## src/rtl/write_back_pkg.sv

```systemverilog
// rtl/write_back_pkg.sv - shared widths and the commit-trace entry type
package Constants;
  localparam int WIDTH          = 32;
  localparam int REG_ADDR_WIDTH = 5;
endpackage

package Trace;
  import Constants::*;

  localparam int TRACE_DEPTH = 4;

  typedef struct packed {
    logic [WIDTH-1:0]          pc;
    logic [REG_ADDR_WIDTH-1:0] rd_address;
    logic [WIDTH-1:0]          rd_data;
  } trace_entry_t;
endpackage

```

## src/rtl/write_back_trace_fifo.sv

```systemverilog
// rtl/write_back_trace_fifo.sv - synchronous FIFO of commit-trace entries
module trace_fifo
  import Trace::*;
#(
  parameter int DEPTH = Trace::TRACE_DEPTH,
  localparam int PW   = $clog2(DEPTH),
  localparam int LW   = PW + 1
) (
  input  logic         clk,
  input  logic         rst,
  input  logic         push,
  input  trace_entry_t push_entry,
  input  logic         pop,
  output trace_entry_t head_entry,
  output logic         full,
  output logic         empty,
  output logic [LW-1:0] level
);

  trace_entry_t      mem [DEPTH];
  logic [PW-1:0]     head_q;
  logic [PW-1:0]     tail_q;
  logic [LW-1:0]     level_q;

  // Callers only push when there is room (or a pop frees one) and only pop when non-empty.
  assign full       = (level_q == LW'(DEPTH));
  assign empty      = (level_q == '0);
  assign level      = level_q;
  // Zeroed head while empty so consumers never see stale data.
  assign head_entry = empty ? '0 : mem[head_q];

  // Entry storage: written at the tail, never reset.
  always_ff @(posedge clk) begin
    if (push) begin
      mem[tail_q] <= push_entry;
    end
  end

  // Pointers wrap naturally; the occupancy counter tells full from empty.
  always_ff @(posedge clk or posedge rst) begin
    if (rst) begin
      head_q  <= '0;
      tail_q  <= '0;
      level_q <= '0;
    end else begin
      if (push) begin
        tail_q <= tail_q + PW'(1);
      end
      if (pop) begin
        head_q <= head_q + PW'(1);
      end
      case ({push, pop})
        2'b10:   level_q <= level_q + LW'(1);
        2'b01:   level_q <= level_q - LW'(1);
        default: level_q <= level_q;
      endcase
    end
  end

endmodule

```

## src/rtl/write_back.sv

```systemverilog
// rtl/write_back.sv - write-back stage: register-file bus, commit trace, retire counter
module write_back
  import Constants::*;
  import Trace::*;
#(
  parameter int TRACE_DEPTH = Trace::TRACE_DEPTH
) (
  input  logic                        clk,
  input  logic                        rst,
  input  logic [WIDTH-1:0]            pc_me,
  input  logic                        load_me,
  input  logic [WIDTH-1:0]            read_data_me,
  input  logic                        alu_mode_me,
  input  logic [WIDTH-1:0]            alu_result_me,
  input  logic                        rd_me,
  input  logic [REG_ADDR_WIDTH-1:0]   rd_address_me,
  output logic                        rd_wb,
  output logic [REG_ADDR_WIDTH-1:0]   rd_address_wb,
  output logic [WIDTH-1:0]            rd_data_wb,
  output logic                        trace_valid,
  input  logic                        trace_ready,
  output logic [WIDTH-1:0]            trace_pc,
  output logic [REG_ADDR_WIDTH-1:0]   trace_rd_address,
  output logic [WIDTH-1:0]            trace_rd_data,
  output logic [$clog2(TRACE_DEPTH):0] trace_level,
  output logic [31:0]                 retired_count,
  output logic                        overflow
);

  logic         commit;
  logic         fifo_push;
  logic         fifo_pop;
  logic         fifo_full;
  logic         fifo_empty;
  trace_entry_t push_entry;
  trace_entry_t head_entry;
  logic [31:0]  retired_q;
  logic         overflow_q;
  logic         unused_alu_mode;

  // alu_mode_me is carried for visibility only; selection keys off load_me.
  assign unused_alu_mode = alu_mode_me;

  // Writes to r0 are architecturally invisible, so they are not committed.
  assign commit        = rd_me && (rd_address_me != '0);
  assign rd_wb         = commit;
  assign rd_address_wb = rd_address_me;
  assign rd_data_wb    = load_me ? read_data_me : alu_result_me;

  // A full FIFO still accepts a push when the head leaves in the same cycle.
  assign fifo_pop   = trace_valid && trace_ready;
  assign fifo_push  = commit && (!fifo_full || fifo_pop);
  assign push_entry = '{pc: pc_me, rd_address: rd_address_me, rd_data: rd_data_wb};

  trace_fifo #(
    .DEPTH (TRACE_DEPTH)
  ) u_trace_fifo (
    .clk        (clk),
    .rst        (rst),
    .push       (fifo_push),
    .push_entry (push_entry),
    .pop        (fifo_pop),
    .head_entry (head_entry),
    .full       (fifo_full),
    .empty      (fifo_empty),
    .level      (trace_level)
  );

  assign trace_valid      = !fifo_empty;
  assign trace_pc         = head_entry.pc;
  assign trace_rd_address = head_entry.rd_address;
  assign trace_rd_data    = head_entry.rd_data;

  // Count every commit, including those the trace had to drop; remember any drop.
  always_ff @(posedge clk or posedge rst) begin
    if (rst) begin
      retired_q  <= '0;
      overflow_q <= 1'b0;
    end else begin
      if (commit) begin
        retired_q <= retired_q + 32'd1;
      end
      if (commit && !fifo_push) begin
        overflow_q <= 1'b1;
      end
    end
  end

  assign retired_count = retired_q;
  assign overflow      = overflow_q;

endmodule

```

## config.mk

```make
export PLATFORM = sky130hd
export DESIGN_NAME = write_back
export DESIGN_NICKNAME = d
export VERILOG_FILES = /design/src/rtl/write_back_pkg.sv /design/src/rtl/write_back_trace_fifo.sv /design/src/rtl/write_back.sv
export SDC_FILE = /design/constraint.sdc
export NUM_CORES = 1
export LEC_CHECK = 0
export CORE_MARGIN = 3
export CORE_UTILIZATION = 45
export DETAILED_ROUTE_END_ITERATION = 7
export PLACE_DENSITY = 0.73
export SLEW_MARGIN = 15
export SYNTH_ARGS = -nofsm -noshare
export SYNTH_HDL_FRONTEND = slang
export SYNTH_HIERARCHICAL = 1
export SYNTH_SLANG_ARGS = --single-unit
```

## constraint.sdc

```tcl
create_clock -name clk -period 4 [get_ports clk]
set_input_delay 0.6 -clock clk [delete_from_list [all_inputs] [get_ports clk]]
set_output_delay 0.6 -clock clk [all_outputs]
set_load 0.1 [all_outputs]
```

-- Word level (Yosys, flattened, before mapping)
Memory sizes are Yosys's and may differ from the RTL's.
Index checks and enable logic that the tools add are counted.
- bits in registers: 40
- bits in writable memories: 276
- input bits: 107
- output and inout bits: 144
- logic and storage cells: 30
- memories: 1
- add/sub/neg operators: 5
- equal/unequal tests: 3
- muxes and demuxes: 5
- reductions and logical operators: 11
- memory list (memory ; depth ; width ; read ports ; clocked after memory_dff ; write ports ; RTL line ; text):
    u_trace_fifo.mem ; 4 ; 69 ; 1 ; 0 ; 1 ; write_back_trace_fifo.sv:20 ; trace_entry_t mem [DEPTH];
- operators by type and width (operator ; number):
    two-way mux 69 bit ; 1
    adder 32 x 1 -> 32 bit, second input constant ; 1
    two-way mux 32 bit ; 1
    one-hot mux 3 bit (2 select lines) ; 1
    nonzero test 5 bit ; 1
    adder 2 x 1 -> 2 bit, second input constant ; 2
    logical AND 1 bit ; 4
    adder 3 x 1 -> 3 bit, second input constant ; 1
    equality test 3 bit, second input constant ; 1
    logical NOT 1 bit ; 3
    logical NOT 3 bit ; 1
    subtractor 3 x 1 -> 3 bit, second input constant ; 1
    equality test 2 x 1 -> 1 bit, second input constant ; 1
    equality test 2 bit, second input constant ; 1
    two-way mux 1 bit ; 2
    nonzero test 2 bit ; 1
    logical OR 1 bit ; 1

-- Logic depth before layout (Yosys ltp)
Gate-level depths: netlist of the first run.
- depth in word-level cells: 7
- depth in mapped cells: 12
- mapped depth without buffers: 11

-- By module
Netlist of the first run, hierarchy kept.
- by module, submodules not included (module ; instances ; cells an instance ; area an instance (um^2) ; seq. area each (um^2)):
    trace_fifo ; 1 ; 474 ; 10832.9 ; 8463.1
    write_back ; 1 ; 182 ; 1983.2 ; 825.8

-- Least setup slack after synthesis of the first run
No wires, ideal clock.
- path kind: register -> register
- start point: register u_trace_fifo.level_q[0], in the netlist u_trace_fifo/level[0]
- end point: memory u_trace_fifo/mem[0][0] (netlist bit), enable pin
- library setup time: 434 ps
- arrival time: 4420 ps
- data required time: 3566 ps
- path slack: -854 ps
- cell stages (with the launch flop): 7
- path buffers: 1
- period minus slack after synthesis: 4854 ps
- cells stage by stage: dfrtp_1 nor3_2 clkbuf_1 inv_1 nand2_1 a21boi_0 and2_1
- word-level cells in the longest chain between the ends: 7
- elaborated cells on any way between the ends: 9
- those cells by class: eq/ne (1); mux (2); reduce/logical (6)
- RTL lines (item ; RTL line ; text):
    start, declared ; write_back_trace_fifo.sv:23 ; logic [LW-1:0] level_q;
    start signal, assigned ; write_back_trace_fifo.sv:53 ; 2'b10: level_q <= level_q + LW'(1);
    start signal, assigned ; write_back_trace_fifo.sv:54 ; 2'b01: level_q <= level_q - LW'(1);
    start signal, assigned ; write_back_trace_fifo.sv:55 ; default: level_q <= level_q;
    logical NOT 3 bit ; write_back_trace_fifo.sv:27 ; assign empty = (level_q == '0);
    named net fifo_empty ; write_back.sv:34 ; logic fifo_empty;
    logical NOT 1 bit ; write_back.sv:69 ; assign trace_valid = !fifo_empty;
    named net trace_valid ; write_back.sv:20 ; output logic trace_valid,
    logical AND 1 bit ; write_back.sv:51 ; assign fifo_pop = trace_valid && trace_ready;
    logical OR 1 bit ; write_back.sv:52 ; assign fifo_push = commit && (!fifo_full || fifo_pop);
    logical AND 1 bit ; write_back.sv:52 ;
    named net fifo_push ; write_back.sv:31 ; logic fifo_push;
    two-way mux 1 bit ; write_back_trace_fifo.sv:34 ; if (push) begin
    two-way mux 1 bit (not written as such) ; write_back_trace_fifo.sv:35 ; mem[tail_q] <= push_entry;
    end, declared ; write_back_trace_fifo.sv:20 ;
The timed path passes the listed nets, and every way through them passes these cells.

-- Final worst setup path of the first run
- start point: register u_trace_fifo.head_q[1]
- end point: output port trace_rd_data[30]
- word-level cells in the longest chain between the ends: 2
- RTL lines (item ; RTL line ; text):
    start, declared ; write_back_trace_fifo.sv:21 ; logic [PW-1:0] head_q;
    start signal, assigned ; write_back_trace_fifo.sv:50 ; head_q <= head_q + PW'(1);
    memory read (4 x 69 bit) ; n/a ;
    two-way mux 69 bit ; write_back_trace_fifo.sv:30 ; assign head_entry = empty ? '0 : mem[head_q];
    end, declared ; write_back.sv:24 ; output logic [WIDTH-1:0] trace_rd_data,
No other way between the ends.

==> qor.txt, run 1 <==
WL met1 -> 11200 um
initial core utilization -> 45.9%
pin count of the biggest net entering global routing -> 70
post-synthesis compound-gate area fraction -> 0.508%
DIE AREA -> 30500 um^2
top cells by count, synth -> 276 x edfxtp_1, 69 x mux4_2, 69 x nor2b_1, 40 x dfrtp_1, 33 x mux2_2
CTS H-tree depth -> 1
Worst R2R End -> u_trace_fifo/level[2]
CP Data Arrival Time -> 2.59 ns
reg2reg path depth -> 10
Async SR Flop Fraction -> 12.7%
Top FF cell, synth -> edfxtp_1
Via density -> 5.13
via count of the first global-routing pass -> 7224
Diodes inserted -> 0
wire length per cell -> 20.1 um
crit end category -> output pin
f_max -> 314 MHz
global-route wire length before repair -> 42200 um
cells along the critical path -> buf_4, mux4_2, nor2b_1, buf_4
layout cell share with drive strength beyond 1 -> 30.5%
Worst Path Max Fanout -> 49
EDFF count, synth -> 276
initial antenna violation count -> 0
Crit. Startpoint -> u_trace_fifo/head_q[1]
YS warnings -> 6
die height -> 175 um
Worst Hold Class -> in -> async
Setup crit start kind -> flop
DRT Wirelength -> 26700 um
Slew HR -> 32.1%
synthesized area -> 12800 um^2
most common cell in the netlist -> edfxtp_1
adder-cell share of the synthesized area -> 0.742%
CTS Buf Count -> 31
Core Region -> 27900 um^2
die span in x -> 175 um
mux share of post-synthesis cell area -> 15.1%
Final TNS setup -> 0 ns
Initial DRC Count -> 537
IO Port Bufs -> 249
post-synthesis sequential area ratio -> 72.5%
Max Cap Viol -> 0
Final period util -> 79.7%
Syn Inst Count -> 656
WL met2 -> 13300 um
RSZ-0062 raised after global routing -> false
top sig layer -> met4
post-synth top area share -> 64.7%
final cell count without fillers -> 1327
WS Path Type -> reg -> out
Clock transition at path regs -> 0.06 ns
worst path required time -> 3.40 ns
GRT Residual Overflow -> 0
Final Skew -> 0.00854 ns
Final nets -> 1041
Hold Violations, Final -> 0
syn nets -> 770
DP Wirelength -> 17400 um
GR Util All Layers -> 17.6%
CTS tree -> done
met3 WL -> 1750 um
area grow syn2layout -> 29.3%
Setup crit end -> trace_rd_data[30]
outcome -> completed
drt pass-1 iters -> 4
flop2flop setup slack -> 1.40 ns
Mean Syn Cell Area -> 19.5 um^2
leading area contributor after synthesis -> edfxtp_1
Simple-Gate Fraction of Synth Area -> 6.54%
PostCTS Resize Cnt -> 0
Yosys reg bits -> 316
worst slew pin tran -> 1.02 ns
Post-Synth XOR/XNOR Area -> 2.53%
slowest stage delay, CP -> 0.93 ns
Worst path slowest cell -> dfrtp_4
Synth area leaders -> edfxtp_1 65%, mux4_2 12%, dfrtp_1 7.8%, nor2b_1 3.4%, mux2_2 2.9%
CTS max path bufs -> 3
Worst-Skew Late Latency -> 0.54 ns
Final ANT Viol Nets -> 0
I/O pin count -> 251
drt drc -> 0
clk sinks -> 316
Slew Limit Fails -> 0
largest family of logic cells by synthesized area -> multiplexers
Top cell by count, worst path -> buf_4
Hold Buf Count CTS -> 0
Yosys cell types -> 39
postcts setup bufs -> 0
clock root buffer -> clkbuf_16
Placement Rows -> 61
reg-to-reg critical path startpoint -> u_trace_fifo/level[0]
fin crit period -> 3.19 ns
number of setup violations in the final report -> 0
Placed Cells -> 1272
gpl congestion -> 0.752
DR vias -> 6801
-- cells by family after synthesis --
logic type	after synthesis
compound gates	6
xor+xnor	37
fa+ha+maj	7
buf+inv	46
flops	316
mux	103
simple gates	141
-- cell type report --
type                    instances  area (um^2)
flip-flops and latches        316         9300
clock inverters                19          141
clock buffers                  36          795
inverters                      12         45.0
multi-input cells             294         3270
well taps                     378          473
fillers                      2116        11400
repair buffers                272         2550
-- routing by layer --
metal  vias to the layer above  global-route usage, %
met5                         -                      0
met4                         0                   3.89
li1                       3097                      -
met3                        40                   3.87
met1                      3451                   24.0
met2                       213                   29.5
-- worst max-delay path: cells and delay by family, from the launching register on --
kind	cells	cell delay (ns)
buffers and inverters	2	0.63
flip-flops	1	0.93
multiplexers	1	0.33
AND/OR/NAND/NOR	1	0.15
-- per-stage QoR --
stage | utilization [%] | cell area (um^2) | setup slack [ns] | hold slack [ns]
6_report | 59.3 | 16600 | 0.811 | 0.341
5_1_grt | 59.3 | 16600 | 0.657 | 0.358
4_1_cts | 59.3 | 16600 | 0.727 | 0.322
3_5_place_dp | 56.0 | 15600 | 0.474 | 0.472
3_3_place_gp | 56.0 | 15600 | 0.545 | 0.463
2_1_floorplan | - | 12800 | -0.129 | 0.403
-- cells in the final DEF (no fill, tap or decap), types with 7 or more instances in the layout --
master / instances
edfxtp_1: 276
clkdlybuf4s50_1: 140
buf_4: 118
mux4_2: 69
nor2b_1: 69
dfrtp_1: 38
mux2_2: 33
clkbuf_16: 31
xor2_1: 22
nand2_1: 19
xnor2_1: 15
buf_12: 13
nor2_1: 12
inv_1: 12
clkinv_1: 10
nand3_1: 8
and3_1: 7
-- registers in the layout (all words and copies together) (netlist names) --
| name | cells |
|---|---|
| overflow | 1 |
| u_trace_fifo/mem | 276 |
| u_trace_fifo/level | 3 |
| u_trace_fifo/head_q | 2 |
| u_trace_fifo/tail_q | 2 |
| retired_count | 32 |
-- how the worst min path moves through the flow --
stage / from / endpoint / slack, ns / cells past startpoint
after detailed placement: overflow / overflow / 0.47 / 1
after CTS: rst / u_trace_fifo/head_q[0] / 0.32 / 2
after global routing: rst / u_trace_fifo/head_q[0] / 0.36 / 2
final: rst / u_trace_fifo/head_q[0] / 0.34 / 2
after floorplan: rst / u_trace_fifo/head_q[0] / 0.40 / 1
after global placement: overflow / overflow / 0.46 / 1
Power of run 1 is not shown: default switching activity piles up to over one toggle a cycle in this logic, so the estimate is an artifact.
==> inputs of run 2 (changes only) <==
PLACE_DENSITY = 0.76   (was 0.73)
clock period = 2.6 ns   (was 4 ns; I/O delays follow)
==> qor.txt, run 2 (synthesized netlist as in run 1, its figures left out) <==
outcome -> completed
DIE AREA -> 30500 um^2
CP Buf/Inv Count -> 3
Final nets -> 1066
most frequent cells in the layout -> 276 x edfxtp_1, 121 x buf_12, 104 x clkdlybuf4s50_1
RSZ-0062 raised after global routing -> true
drt drc -> 0
gpl congestion -> 0.777
CTS Buf Count -> 31
number of setup violations in the final report -> 0
Hold Buf Count CTS -> 0
DR vias -> 7104
CTS tree -> done
fin crit period -> 2.59 ns
worst slew pin tran -> 0.429 ns
Area after DPL -> 17200 um^2
Post-Layout Inst Area -> 18500 um^2
pre-CTS setup slack -> -0.248 ns
clock root buffer -> clkbuf_16
wire length per cell -> 21.4 um
Worst-Skew Late Latency -> 0.54 ns
GRT Residual Overflow -> 0
pin count of the biggest net entering global routing -> 37
Via density -> 5.25
CTS H-tree depth -> 1
Largest Register -> u_trace_fifo/mem
Clock transition at path regs -> 0.06 ns
GR Util All Layers -> 17.8%
Final ANT Viol Nets -> 0
die height -> 175 um
delay-heaviest family, CP -> multiplexers
worst path required time -> 2.21 ns
die span in x -> 175 um
Final Skew -> 0.00972 ns
Placement Rows -> 61
initial antenna violation count -> 0
Crit. Startpoint -> u_trace_fifo/head_q[0]
Initial DRC Count -> 547
Slew Limit Fails -> 0
post-route worst setup slack -> 0.00521 ns
layout cell share with drive strength beyond 1 -> 43.6%
via count of the first global-routing pass -> 7400
most common cell after layout, fill and taps aside -> edfxtp_1
initial core utilization -> 45.9%
Final TNS setup -> 0 ns
clk sinks -> 316
I/O pin count -> 251
Largest register FFs -> 276
Diodes inserted -> 0
area grow syn2layout -> 44.6%
Worst path slowest cell -> mux4_2
Max Cap Viol -> 0
Worst Hold Class -> in -> async
slowest stage delay, CP -> 0.54 ns
WS Path Type -> reg -> out
f_max -> 385 MHz
global-route wire length before repair -> 42600 um
CP Data Arrival Time -> 2.20 ns
DRT Wirelength -> 29000 um
Hold Violations, Final -> 0
drt pass-1 iters -> 4
DP Wirelength -> 18200 um
crit end category -> output pin
CTS max path bufs -> 3
cells along the critical path -> buf_6, clkbuf_16, mux4_2, nor2b_4, buf_12
Worst Path Max Fanout -> 7
Slew HR -> 71.4%
IO Port Bufs -> 249
reg-to-reg critical path startpoint -> u_trace_fifo/level[0]
Final period util -> 99.8%
Core Region -> 27900 um^2
Setup crit start kind -> flop
[run 2: what timing repair did]
item                                    4_1_cts  5_1_grt
resized for setup                            27        8
hold endpoints to repair                      0        0
pin swaps                                     1        0
cloned                                        1        7
setup buffers                                 2        5
endpoints found under the setup margin       57       69
[run 2: per-stage QoR]
stage	instances	hold WS, ns	utilization [%]
final	1354	0.118	66.3
after global routing	1354	0.127	66.3
after CTS	1342	0.0980	65.5
after detailed placement	1282	0.462	61.5
after global placement	1282	0.454	61.5
after floorplan	656	0.193	-
[run 2: path summary, 6_finish.rpt]
| path | slack [ns] | to | cells past startpoint |
|---|---|---|---|
| max | 0.005 | trace_pc[6] | 5 |
| max in group asynchronous | 2.01 | retired_count[0] | 3 |
| min reg2reg | 0.48 | retired_count[31] | 1 |
| min in group clk | 0.48 | retired_count[31] | 1 |
| max reg2reg | 0.30 | u_trace_fifo/level[2] | 12 |
| min | 0.12 | u_trace_fifo/level[1] | 2 |
[run 2: layer usage]
layer  wire length [um]  GRT usage, %  vias up
li1                   -             -     3143
met1              11900          23.5     3654
met2              14200          29.8      266
met3               2210          4.67       41
met4                643          4.49        0
met5                  0             0        -
[run 2: cell type report]
class                           instances  area [um^2]
Clock buffer                           45          858
Clock inverter                         12          106
Fill cell                            1864         9400
Inverter                               12         48.8
Multi-Input combinational cell        294         3570
Sequential cell                       316         9310
Tap cell                              378          473
Timing Repair Buffer                  297         4170
[run 2: worst reg2reg max path: stages, from the launching register on]
cell        delay, ns
dfrtp_4          0.51
nor3_4           0.21
buf_4            0.17
clkinvlp_4       0.14
nand2_4          0.11
a21boi_4         0.06
inv_1            0.07
ha_2             0.19
inv_2            0.04
fa_2             0.32
xor2_1           0.14
nor2_1           0.12
xor2_1           0.15
Power of run 2 is left out for the same reason.
